<file path="src/rtl/sum_to_method_if.sv">
//------------------------------------------------------------------------------
// sum_to_method_if
// Method-call handshake bundle for the sum_to method.
// Revision: 1.0
//------------------------------------------------------------------------------
`default_nettype none

interface sum_to_method_if #(
  parameter int WIDTH     = 32,
  parameter int CNT_WIDTH = 16
);
  logic [WIDTH-1:0]     sum_to_n;
  logic                 sum_to_req;
  logic                 sum_to_busy;
  logic [WIDTH-1:0]     sum_to_return;
  logic [CNT_WIDTH-1:0] call_count;

  modport master (
    output sum_to_n, sum_to_req,
    input  sum_to_busy, sum_to_return, call_count
  );

  modport slave (
    input  sum_to_n, sum_to_req,
    output sum_to_busy, sum_to_return, call_count
  );
endinterface

`default_nettype wire

</file>
<file path="src/rtl/sum_to_method.sv">
//------------------------------------------------------------------------------
// sum_to_method
// Callee for sum_to(n): returns 1+2+...+n, one add per cycle.
// Revision: 1.0
//------------------------------------------------------------------------------
`default_nettype none

module sum_to_method #(
  parameter int WIDTH     = 32,
  parameter int CNT_WIDTH = 16
) (
  input  wire logic      clk,
  input  wire logic      reset,
  sum_to_method_if.slave bus
);

  localparam logic [WIDTH-1:0]     c_ONE     = WIDTH'(1);
  localparam logic [CNT_WIDTH-1:0] c_CNT_ONE = CNT_WIDTH'(1);

  typedef enum logic [1:0] {
    S_IDLE = 2'd0,
    S_RUN  = 2'd1,
    S_DONE = 2'd2
  } state_t;

  state_t               r_state, w_state_nxt;
  logic [WIDTH-1:0]     r_acc,   w_acc_nxt;
  logic [WIDTH-1:0]     r_i,     w_i_nxt;
  logic [WIDTH-1:0]     r_ret,   w_ret_nxt;
  logic [CNT_WIDTH-1:0] r_cnt,   w_cnt_nxt;
  logic                 r_armed, w_armed_nxt;
  logic                 r_busy,  w_busy_nxt;

  always_ff @(posedge clk or posedge reset) begin
    if (reset) begin
      r_state <= S_IDLE;
      r_acc   <= '0;
      r_i     <= '0;
      r_ret   <= '0;
      r_cnt   <= '0;
      r_armed <= 1'b1;
      r_busy  <= 1'b0;
    end else begin
      r_state <= w_state_nxt;
      r_acc   <= w_acc_nxt;
      r_i     <= w_i_nxt;
      r_ret   <= w_ret_nxt;
      r_cnt   <= w_cnt_nxt;
      r_armed <= w_armed_nxt;
      r_busy  <= w_busy_nxt;
    end
  end

  always_comb begin
    w_state_nxt = r_state;
    w_acc_nxt   = r_acc;
    w_i_nxt     = r_i;
    w_ret_nxt   = r_ret;
    w_cnt_nxt   = r_cnt;
    w_armed_nxt = r_armed;
    w_busy_nxt  = r_busy;

    unique case (r_state)
      S_IDLE: begin
        // A held-high request must fall once before it can start another call.
        if (bus.sum_to_req) begin
          if (r_armed) begin
            w_i_nxt     = bus.sum_to_n;
            w_acc_nxt   = '0;
            w_armed_nxt = 1'b0;
            w_busy_nxt  = 1'b1;
            w_state_nxt = S_RUN;
          end
        end else begin
          w_armed_nxt = 1'b1;
        end
      end
      S_RUN: begin
        if (r_i == '0) begin
          w_state_nxt = S_DONE;
        end else begin
          w_acc_nxt = r_acc + r_i;
          w_i_nxt   = r_i - c_ONE;
        end
      end
      S_DONE: begin
        w_ret_nxt   = r_acc;
        w_busy_nxt  = 1'b0;
        w_cnt_nxt   = r_cnt + c_CNT_ONE;
        w_state_nxt = S_IDLE;
      end
      default: begin
        w_state_nxt = S_IDLE;
      end
    endcase
  end

  assign bus.sum_to_busy   = r_busy;
  assign bus.sum_to_return = r_ret;
  assign bus.call_count    = r_cnt;

endmodule

`default_nettype wire

</file>
<file path="src/flat_wrapper.sv">
// flat-port wrapper written by rule: the top's interface ports become plain ports
module sum_to_method_flat 
#(
  parameter int WIDTH     = 32,
  parameter int CNT_WIDTH = 16
)
  (clk, reset, bus_sum_to_n, bus_sum_to_req, bus_sum_to_busy, bus_sum_to_return, bus_call_count);
  sum_to_method_if #(.WIDTH(WIDTH), .CNT_WIDTH(CNT_WIDTH)) bus_i ();
  input  wire logic clk;
  input  wire logic reset;
  input wire logic [$bits(bus_i.sum_to_n)-1:0] bus_sum_to_n;
  input wire logic [$bits(bus_i.sum_to_req)-1:0] bus_sum_to_req;
  output wire logic [$bits(bus_i.sum_to_busy)-1:0] bus_sum_to_busy;
  output wire logic [$bits(bus_i.sum_to_return)-1:0] bus_sum_to_return;
  output wire logic [$bits(bus_i.call_count)-1:0] bus_call_count;
  assign bus_i.sum_to_n = bus_sum_to_n;
  assign bus_i.sum_to_req = bus_sum_to_req;
  assign bus_sum_to_busy = bus_i.sum_to_busy;
  assign bus_sum_to_return = bus_i.sum_to_return;
  assign bus_call_count = bus_i.call_count;
  sum_to_method #(.WIDTH(WIDTH), .CNT_WIDTH(CNT_WIDTH)) u_core (.clk(clk), .reset(reset), .bus(bus_i));
endmodule
</file>
<file path="config.mk">
export PLATFORM = sky130hd
export DESIGN_NAME = sum_to_method_flat
export DESIGN_NICKNAME = d
export VERILOG_FILES = /design/src/rtl/sum_to_method_if.sv /design/src/rtl/sum_to_method.sv /design/src/flat_wrapper.sv
export SDC_FILE = /design/constraint.sdc
export NUM_CORES = 1
export LEC_CHECK = 0
export CORE_MARGIN = 2
export CORE_UTILIZATION = 40
export DETAILED_ROUTE_END_ITERATION = 8
export MAX_ROUTING_LAYER = met4
export PLACE_DENSITY_LB_ADDON = 0.12
export SLEW_MARGIN = 25
export SYNTH_ARGS = -nofsm -noshare
export SYNTH_HDL_FRONTEND = slang
export SYNTH_SLANG_ARGS = --single-unit
</file>
<file path="constraint.sdc">
create_clock -name clk -period 10.3 [get_ports clk]
set_input_delay 3.09 -clock clk [delete_from_list [all_inputs] [get_ports clk]]
set_output_delay 3.09 -clock clk [all_outputs]
set_load 0.1 [all_outputs]
</file>
==> results of run 1 <==
==> cell usage after synthesis, drive strengths merged (3+ instances only) <==
master | count | area [um2]
nand3 | 51 | 255.2
a21oi | 68 | 340.3
xor2 | 23 | 201.4
nand2b | 7 | 43.79
nand2 | 167 | 634.4
or3 | 8 | 60.06
a211oi | 6 | 45.04
o21ai | 80 | 400.4
clkbuf | 38 | 142.6
nor2 | 58 | 232.7
o21a | 5 | 37.54
a31oi | 8 | 50.05
a21o | 12 | 90.09
and3 | 7 | 43.79
nor2b | 10 | 62.56
xnor2 | 19 | 166.4
and2 | 3 | 21.27
or2 | 3 | 18.77
o221ai | 3 | 26.28
o31ai | 4 | 30.03
a32oi | 6 | 60.06
buf | 7 | 33.78
o22ai | 3 | 18.77
inv | 18 | 67.56
ha | 34 | 425.4
dfrtp | 115 | 2878
nand4 | 6 | 37.54
nor3 | 19 | 106.4
nor4 | 11 | 81.32
==> final cells by class <==
class                      count  share of cell area
sequential                   116              0.3410
inverter                      18            0.008228
clock inverter                13             0.02130
tap                          220             0.03232
clock buffer                  19             0.05201
timing repair buffer          90              0.1065
multi-input combinational    646              0.4386
==> worst min-delay path by stage <==
stage                              endpoint
2_1_floorplan  u_core.bus.sum_to_return[10]
3_3_place_gp   u_core.bus.sum_to_return[24]
3_5_place_dp   u_core.bus.sum_to_return[25]
4_1_cts        u_core.bus.sum_to_return[25]
5_1_grt           u_core.bus.call_count[15]
6_report          u_core.bus.call_count[15]
==> power by group through the flow <==
stage                     logic [uW]  clock network, uW  registers, uW
after floorplan                 1090                  0            725
after global placement          1330                  0            783
after detailed placement        1360                  0            789
after CTS                       1370                637            783
after global routing            1570                660            808
final                           1380                624            787
==> per-stage QoR <==
stage / std cells / util
4_1_cts: 1121 / 0.5080
3_5_place_dp: 1089 / 0.4706
5_1_grt: 1122 / 0.5099
6_report: 1122 / 0.5099
2_1_floorplan: 825 / -
3_3_place_gp: 1089 / 0.4706
==> kinds of logic (layout without fill, tap and decap cells) <==
logic type               after synthesis  count (layout)
adder cells (fa/ha/maj)               35              35
AO/OA/AOI/OAI                        212             212
AND/OR/NAND/NOR                      355             355
flip-flops                           116             116
buffers and inverters                 63             140
multiplexers                           2               2
XOR/XNOR                              42              42
==> metal layers <==
layer,track usage,up-vias
li1,-,3040
met1,0.3086,2856
met2,0.3049,169
met3,0.03716,25
met4,0.06713,0
met5,-,-
==> placed cells by master, fill, tap and decap left out, types with 17 or more instances in the layout <==
cell type,n
a21oi_1,68
clkbuf_16,17
clkdlybuf4s50_1,83
dfrtp_1,115
ha_1,34
nand2_1,165
nand3_1,51
nor2_1,56
nor3_1,18
o21ai_0,72
xnor2_1,19
xor2_1,23
==> sequential cells by signal, summed over array words and instances (netlist names) <==
register	cells
u_core.r_armed	1
u_core.bus.call_count	16
u_core.r_i	32
u_core.bus.sum_to_busy	1
u_core.r_acc	32
u_core.r_state	2
u_core.bus.sum_to_return	32
==> results.sh, run 1 <==
export IMPL_outcome="completed"
export IMPL_grt_pass1_wl_mm=29.59
export IMPL_portBuffers=83
export IMPL_start_kind="register"
export IMPL_final_cell_area_um2=8516
export IMPL_final_hold_viol_count=0
export IMPL_clk_path_buf_depth=2
export IMPL_worst_setup_path_type="register to output port"
export IMPL_min_path_type="register to register"
export IMPL_layout_area_seq_um2=2904
export IMPL_grt_pass1_vias=5728
export IMPL_die_area_um2=18240
export IMPL_clk_latency_ns=0.42
export IMPL_intPower_uw=1591
export IMPL_timing_rr_start="u_core.r_i[14]"
export IMPL_grt_max_degree=75
export IMPL_path_delay_family="buffers and inverters"
export IMPL_path_max_fanout=6
export IMPL_postCtsHoldBufs=0
export IMPL_grt_overflow_total=0
export IMPL_cp_required_ns=7.21
export IMPL_sequentialPowerShare=0.282
export IMPL_antenna_left=0
export IMPL_total_power_uw=2795
export IMPL_crit_buf_inv=1
export IMPL_p_sw_uw=1204
export IMPL_dpl_worst_slack_ns=4.656
export IMPL_cts_sinks=116
export IMPL_startpoint="u_core.bus.call_count[3]"
export IMPL_synthMuxAreaShare=0.002914
export IMPL_place_congestion=0.8798
export IMPL_cts_root_buf="clkbuf_16"
export IMPL_max_slew_margin_rel=0.3420
export IMPL_numCtsBuffers=17
export IMPL_hold_start="u_core.bus.call_count[15]"
export IMPL_worstMarginPinSlew_ns=0.9839
export IMPL_synth_adder_area_share=0.06485
export IMPL_wl_met1_mm=9.113
export IMPL_drt_iter0_markers=367
export IMPL_reg2reg_to="u_core.r_i[19]"
export IMPL_finalClockSkew_ns=0.008939
export IMPL_crit_end="bus_call_count[3]"
export IMPL_p_sw_frac=0.4308
export IMPL_ys_seq_elements=116
export IMPL_timing_final_ws_setup_ns=5.181
export IMPL_cts_tree="built"
export IMPL_crit_arrival_ns=2.03
export IMPL_r2r_cells=10
export IMPL_syn_avg_cell_area_um2=8.326
export IMPL_fill_cells=1620
export IMPL_worstPathCellList="clkdlybuf4s50_1"
export IMPL_postCtsSetupRepairBufs=0
export IMPL_chipWidth_um=135.0
export IMPL_synthToLayoutAreaGrowth_pct=23.97
export IMPL_num_vias=6090
export IMPL_rsz0062_at_grt="false"
export IMPL_crit_cells=1
export IMPL_layout_drive_gt1_share=0.06319
export IMPL_postPlaceCellArea_um2=7860
export IMPL_worstSetupEndpointType="output port"
export IMPL_crit_path_max_incr_delay_ns=1.17
export IMPL_power_frac_comb=0.495
export IMPL_met2_length_mm=7.769
export IMPL_ctsResizeCount=0
export IMPL_power_density_nw_per_um2=328.2
export IMPL_synthFlopType="dfrtp_1"
export IMPL_die_y_um=135.0
export IMPL_grt_util_all_layers=0.2133
export IMPL_maxCapViolations=0
export IMPL_yosysSeqAreaShare=0.4228
export IMPL_yosys_area_share_simple=0.2390
export IMPL_synth_compound_area_frac=0.1814
export IMPL_path_clk_slew_ns=0.06
export IMPL_vias_per_cell=5.428
export IMPL_ios=84
export IMPL_r2r_slack_ns=7.06
export IMPL_synth_edf_count=0
export IMPL_dr_wl_met3_um=827
export IMPL_ys_warn_count=0
export IMPL_initial_utilization=0.4113
export IMPL_diodes=0
export IMPL_fin_tns_setup_ns=0
export IMPL_antenna_found_initial=0
export IMPL_post_drt_wl_per_cell_um=16.03
export IMPL_syn_nets=895
export IMPL_synthXorXnorAreaFrac=0.05355
export IMPL_pwr_share_clk=0.223
export IMPL_min_period_ns=5.119
export IMPL_finalMaxSlewViolations=0
export IMPL_p_leak_uw=0.003715
export IMPL_wl_mm=17.99
export IMPL_max_freq_mhz=195.4
export IMPL_syn_instance_count=825
export IMPL_final_nets=959
export IMPL_multi_input_area_um2=3735
export IMPL_drt_pass1_iter_count=5
export IMPL_synth_top_family_by_area="simple AND/OR/NAND/NOR gates"
export IMPL_hold_slack_ns=0.4713
export IMPL_synthDistinctLibCells=59
export IMPL_vdd_drop_max_mv=0.1418
export IMPL_timing_final_crit_share=0.4970
export IMPL_holdPathStages=1
export IMPL_dp_hpwl_mm=12.77
export IMPL_setup_viol=0
export IMPL_rows=47
export IMPL_h_tree_depth=4
export IMPL_synth_area_um2=6869
export IMPL_top_layer="met4"
export IMPL_cpMaxStageDelayCell="clkdlybuf4s50_1"
export IMPL_core_area_um2=16700
export IMPL_async_flop_share=1.000
export IMPL_drc=0
Note: power is estimated with default switching activity, not from simulation.
==> run 2, diff against run 1 <==
==> constraint.sdc (replaced) <==
create_clock -name clk -period 5.1 [get_ports clk]
set_input_delay 1.53 -clock clk [delete_from_list [all_inputs] [get_ports clk]]
set_output_delay 1.53 -clock clk [all_outputs]
set_load 0.1 [all_outputs]
==> run 2 against run 1 <==
Effect of this change: die area did not move; sequential cell count unchanged; non-clock buffer count unchanged; power rose by 99%; via count grew 0.46%; clock-buffer cell count is 1 higher; critical endpoint unchanged; combinational power increased by 100%; register-to-register slack lost 5.2 ns; setup slack got worse by 3.6 ns.
==> results.sh, run 2 (synthesis gave the netlist of run 1 again) <==
export IMPL_maxCapViolations=0
export IMPL_layout_common_cells="nand2_1, dfrtp_1, clkdlybuf4s50_1, o21ai_0, a21oi_1"
export IMPL_final_hold_viol_count=0
export IMPL_outcome="completed"
export IMPL_crit_path_max_incr_delay_ns=1.17
export IMPL_die_y_um=135.0
export IMPL_max_freq_mhz=280.5
export IMPL_min_period_ns=3.565
export IMPL_clk_latency_ns=0.41
export IMPL_h_tree_depth=4
export IMPL_grt_pass1_vias=5660
export IMPL_crit_cells=1
export IMPL_cpMaxStageDelayCell="clkdlybuf4s50_1"
export IMPL_final_nets=959
export IMPL_wl_mm=17.98
export IMPL_drc=0
export IMPL_r2r_slack_ns=1.87
export IMPL_mostFrequentLayoutCell="nand2_1"
export IMPL_dp_hpwl_mm=12.83
export IMPL_final_cells=1121
export IMPL_finalClockSkew_ns=0.009590
export IMPL_vias_per_cell=5.458
export IMPL_crit_arrival_ns=2.03
export IMPL_antenna_left=0
export IMPL_power_density_nw_per_um2=656.1
export IMPL_diodes=0
export IMPL_start_kind="register"
export IMPL_rows=47
export IMPL_synthToLayoutAreaGrowth_pct=23.19
export IMPL_drt_pass1_iter_count=5
export IMPL_core_area_um2=16700
export IMPL_fin_tns_setup_ns=0
export IMPL_r2r_cells=9
export IMPL_max_slew_margin_rel=0.3345
export IMPL_num_vias=6118
export IMPL_grt_overflow_total=0
export IMPL_cts_root_buf="clkbuf_16"
export IMPL_worstSetupEndpointType="output port"
export IMPL_cts_sinks=116
export IMPL_cp_required_ns=3.57
export IMPL_path_clk_slew_ns=0.05
export IMPL_use_met3=0.03228
export IMPL_layout_drive_gt1_share=0.06104
export IMPL_timing_final_crit_share=0.6989
export IMPL_finalMaxSlewViolations=0
export IMPL_initial_utilization=0.4113
export IMPL_grt_max_degree=65
export IMPL_place_congestion=0.8718
export IMPL_grt_util_all_layers=0.2108
export IMPL_p_leak_uw=0.003706
export IMPL_worstMarginPinSlew_ns=0.9951
export IMPL_drt_iter0_markers=386
export IMPL_chipWidth_um=135.0
export IMPL_antenna_found_initial=0
export IMPL_busiest_layer="met2"
export IMPL_post_drt_wl_per_cell_um=16.04
export IMPL_reg2reg_to="u_core.r_i[19]"
export IMPL_hold_start="u_core.bus.sum_to_return[14]"
export IMPL_worstPathCellList="clkdlybuf4s50_1"
export IMPL_timing_rr_start="u_core.r_i[14]"
export IMPL_gr_usage_met1=0.3029
export IMPL_worst_setup_path_type="register to output port"
export IMPL_startpoint="u_core.bus.call_count[3]"
export IMPL_path_delay_family="buffers and inverters"
export IMPL_clk_path_buf_depth=2
export IMPL_cts_tree="built"
export IMPL_ios=84
export IMPL_portBuffers=83
export IMPL_postCtsHoldBufs=0
export IMPL_grt_pass1_wl_mm=29.24
export IMPL_crit_end="bus_call_count[3]"
export IMPL_rsz0062_at_grt="false"
export IMPL_place_inst=1090
export IMPL_min_path_type="register to register"
export IMPL_vdd_drop_max_mv=0.2533
export IMPL_setup_viol=0
export IMPL_path_max_fanout=6
export IMPL_numCtsBuffers=17
export IMPL_crit_buf_inv=1
export IMPL_use_met2=0.3080
export IMPL_postCtsSetupRepairBufs=0
export IMPL_ctsResizeCount=0
export IMPL_die_area_um2=18240
[run 2: worst min-delay path by stage]
stage / to / slack [ns] / cells past startpoint
2_1_floorplan: u_core.bus.sum_to_return[10] / 0.46 / 2
3_3_place_gp: u_core.bus.sum_to_return[25] / 0.46 / 2
3_5_place_dp: u_core.bus.sum_to_return[2] / 0.46 / 2
4_1_cts: u_core.bus.sum_to_return[3] / 0.47 / 2
5_1_grt: u_core.bus.sum_to_return[6] / 0.50 / 2
6_report: u_core.bus.sum_to_return[14] / 0.47 / 2
[run 2: where the power goes]
part           switching [uW]  internal, uW  leakage (uW)
Clock                     419           772      0.000285
Sequential                367          1220       0.00145
Combinational            1610          1160       0.00197
Total                    2400          3150       0.00371
[run 2: final cells by class]
type	count	area [um2]
clock buffer	20	446.7
tap	220	275.3
sequential	116	2904
inverter	18	70.07
timing repair buffer	90	895.9
multi-input combinational	646	3735
fill	1583	8239
clock inverter	11	135.1
[run 2: routing by layer]
layer,up-vias,share of wire
li1,3034,-
met1,2896,0.50
met2,177,0.44
met3,11,0.050
met4,0,0.0092
met5,-,0
[run 2: worst register-to-register path: stages (launching register included)]
cell and delay, ns:
dfrtp_1 0.47, or3_4 0.45, or3_4 0.37, nor4_2 0.33, a31oi_1 0.26, nor2_4 0.45
inv_2 0.35, nand3_1 0.18, o21ai_0 0.09, a32oi_1 0.18
[run 2: through the flow]
stage	hold WS [ns]	area, um2	utilization	setup slack (ns)	total power [uW]
after global routing	0.4994	8462	0.5067	1.476	6014
after detailed placement	0.4611	7880	0.4718	1.525	4342
after CTS	0.4750	8462	0.5067	1.515	5557
after global placement	0.4568	7879	0.4718	1.623	4283
final	0.4671	8462	0.5067	1.535	5552
after floorplan	0.4645	6869	-	0.4992	3675
==> run 3, diff against run 2 <==
==> constraint.sdc (replaced) <==
create_clock -name clk -period 3.52 [get_ports clk]
set_input_delay 1.056 -clock clk [delete_from_list [all_inputs] [get_ports clk]]
set_output_delay 1.056 -clock clk [all_outputs]
set_load 0.1 [all_outputs]
==> run 3 against run 2 <==
Effect of this change: critical path depth is 8 higher; register-to-register slack got worse by 1.2 ns; sequential power grew 45%; global-route usage up 0.18 points; first-iteration DRC count is 0.26% higher; via count rose by 0.59%; clock-buffer cell count up 2; wire length rose by 1.2%; sequential cell count is the same; cell count increased by 0.54%; non-clock buffer count increased by 5; worst hold slack improved by 0.0012 ns; critical path type is now register to register.
==> results.sh, run 3 (synthesis gave the netlist of run 1 again) <==
export IMPL_worstMarginPinSlew_ns=0.6543
export IMPL_multi_input_area_um2=3726
export IMPL_post_drt_wl_per_cell_um=16.14
export IMPL_drt_pass1_iter_count=5
export IMPL_setup_viol=0
export IMPL_synthToLayoutAreaGrowth_pct=22.79
export IMPL_h_tree_depth=4
export IMPL_max_slew_margin_rel=0.5638
export IMPL_max_freq_mhz=347.2
export IMPL_worst_setup_path_type="register to register"
export IMPL_wl_mm=18.19
export IMPL_clk_latency_ns=0.42
export IMPL_place_congestion=0.8830
export IMPL_drc=0
export IMPL_rsz0062_at_grt="false"
export IMPL_path_clk_slew_ns=0.06
export IMPL_numCtsBuffers=17
export IMPL_dpl_worst_slack_ns=0.5329
export IMPL_start_kind="register"
export IMPL_maxCapViolations=0
export IMPL_cp_required_ns=3.82
export IMPL_core_area_um2=16700
export IMPL_die_area_um2=18240
export IMPL_final_nets=964
export IMPL_worstSetupEndpointType="register"
export IMPL_finalClockSkew_ns=0.008500
export IMPL_die_y_um=135.0
export IMPL_grt_max_degree=103
export IMPL_final_hold_viol_count=0
export IMPL_diodes=0
export IMPL_clk_path_buf_depth=2
export IMPL_path_max_fanout=26
export IMPL_grt_pass1_vias=5726
export IMPL_vdd_drop_max_mv=0.5070
export IMPL_min_path_type="register to register"
export IMPL_antenna_found_initial=0
export IMPL_timing_final_ws_setup_ns=0.6395
export IMPL_postCtsHoldBufs=0
export IMPL_fin_tns_setup_ns=0
export IMPL_initial_utilization=0.4113
export IMPL_grt_pass1_wl_mm=29.49
export IMPL_finalMaxSlewViolations=0
export IMPL_cts_sinks=116
export IMPL_drt_iter0_markers=387
export IMPL_grt_util_all_layers=0.2125
export IMPL_ctsResizeCount=0
export IMPL_min_period_ns=2.880
export IMPL_dp_hpwl_mm=13.08
export IMPL_ios=84
export IMPL_chipWidth_um=135.0
export IMPL_crit_arrival_ns=3.18
export IMPL_layout_area_seq_um2=2904
export IMPL_vias_per_cell=5.461
export IMPL_power_density_nw_per_um2=975.8
export IMPL_mostFrequentLayoutCell="nand2_1"
export IMPL_outcome="completed"
export IMPL_grt_overflow_total=0
export IMPL_layout_drive_gt1_share=0.1169
export IMPL_p_leak_uw=0.003849
export IMPL_cts_root_buf="clkbuf_16"
export IMPL_portBuffers=83
export IMPL_total_power_uw=8230
export IMPL_fill_cells=1621
export IMPL_timing_final_crit_share=0.8183
export IMPL_num_vias=6154
export IMPL_rows=47
export IMPL_antenna_left=0
export IMPL_cts_tree="built"
export IMPL_postCtsSetupRepairBufs=0
export IMPL_layout_common_cells="nand2_1, dfrtp_1, o21ai_0, a21oi_1, buf_4"
==> run 3: cell types whose count changed in the layout (fill, tap and decap cells not counted), sizes merged <==
cell	change
clkdlybuf4s50	-49
clkbuf	+2
inv	-1
clkinv	-3
clkinvlp	+1
buf	+54
bufinv	+2
==> run 3: cell type report <==
| cell class | instances | area share |
|---|---|---|
| multi-input combinational | 646 | 0.4418 |
| sequential | 116 | 0.3443 |
| timing repair buffer | 95 | 0.09761 |
| clock buffer | 22 | 0.05385 |
| tap | 220 | 0.03264 |
| clock inverter | 10 | 0.02136 |
| inverter | 18 | 0.008456 |
==> run 3: routing by layer <==
layer	track usage	wire, um	part of all wire
met2	0.3034	7759	0.43
met1	0.3014	9138	0.50
met3	0.04467	993	0.055
met5	-	0	0
met4	0.07002	299	0.016
==> run 3: final timing paths <==
| check | end | slack (ns) | depth (start not counted) | start |
|---|---|---|---|---|
| setup / recovery | u_core.r_i[0] | 0.64 | 9 | u_core.r_i[14] |
| hold / removal | u_core.bus.call_count[15] | 0.47 | 1 | u_core.bus.call_count[15] |
| setup reg to reg | u_core.r_i[0] | 0.64 | 9 | u_core.r_i[14] |
| hold reg to reg | u_core.bus.call_count[15] | 0.47 | 1 | u_core.bus.call_count[15] |
| max in group asynchronous | u_core.r_acc[28] | 1.63 | 3 | reset |
| min in group asynchronous | u_core.bus.sum_to_return[1] | 0.98 | 2 | reset |
==> run 3: metrics by stage <==
step           cell area, um2  utilization  instances  hold WS [ns]
5_1_grt                  8434       0.5050       1127        0.4999
6_report                 8434       0.5050       1127        0.4683
4_1_cts                  8434       0.5050       1127        0.4765
3_5_place_dp             7800       0.4670       1095        0.4643
3_3_place_gp             7800       0.4670       1095        0.4593
2_1_floorplan            6873            -        825        0.4645
==> run 3: where the power goes <==
part	switching (uW)	internal [uW]	leakage (uW)
logic	2350	1690	0.00209
registers	538	1770	0.00145
clock network	607	1270	0.000304
==> run 3: worst max-delay path, cell delays in order (launching register included) <==
cell and delay, ns:
dfrtp_1 0.48, or3_4 0.46, or3_4 0.37, nor4_2 0.33, a31oi_1 0.28, nor2_4 0.18, buf_4 0.31, nor3_1 0.10
a21oi_1 0.16, nand2_1 0.08
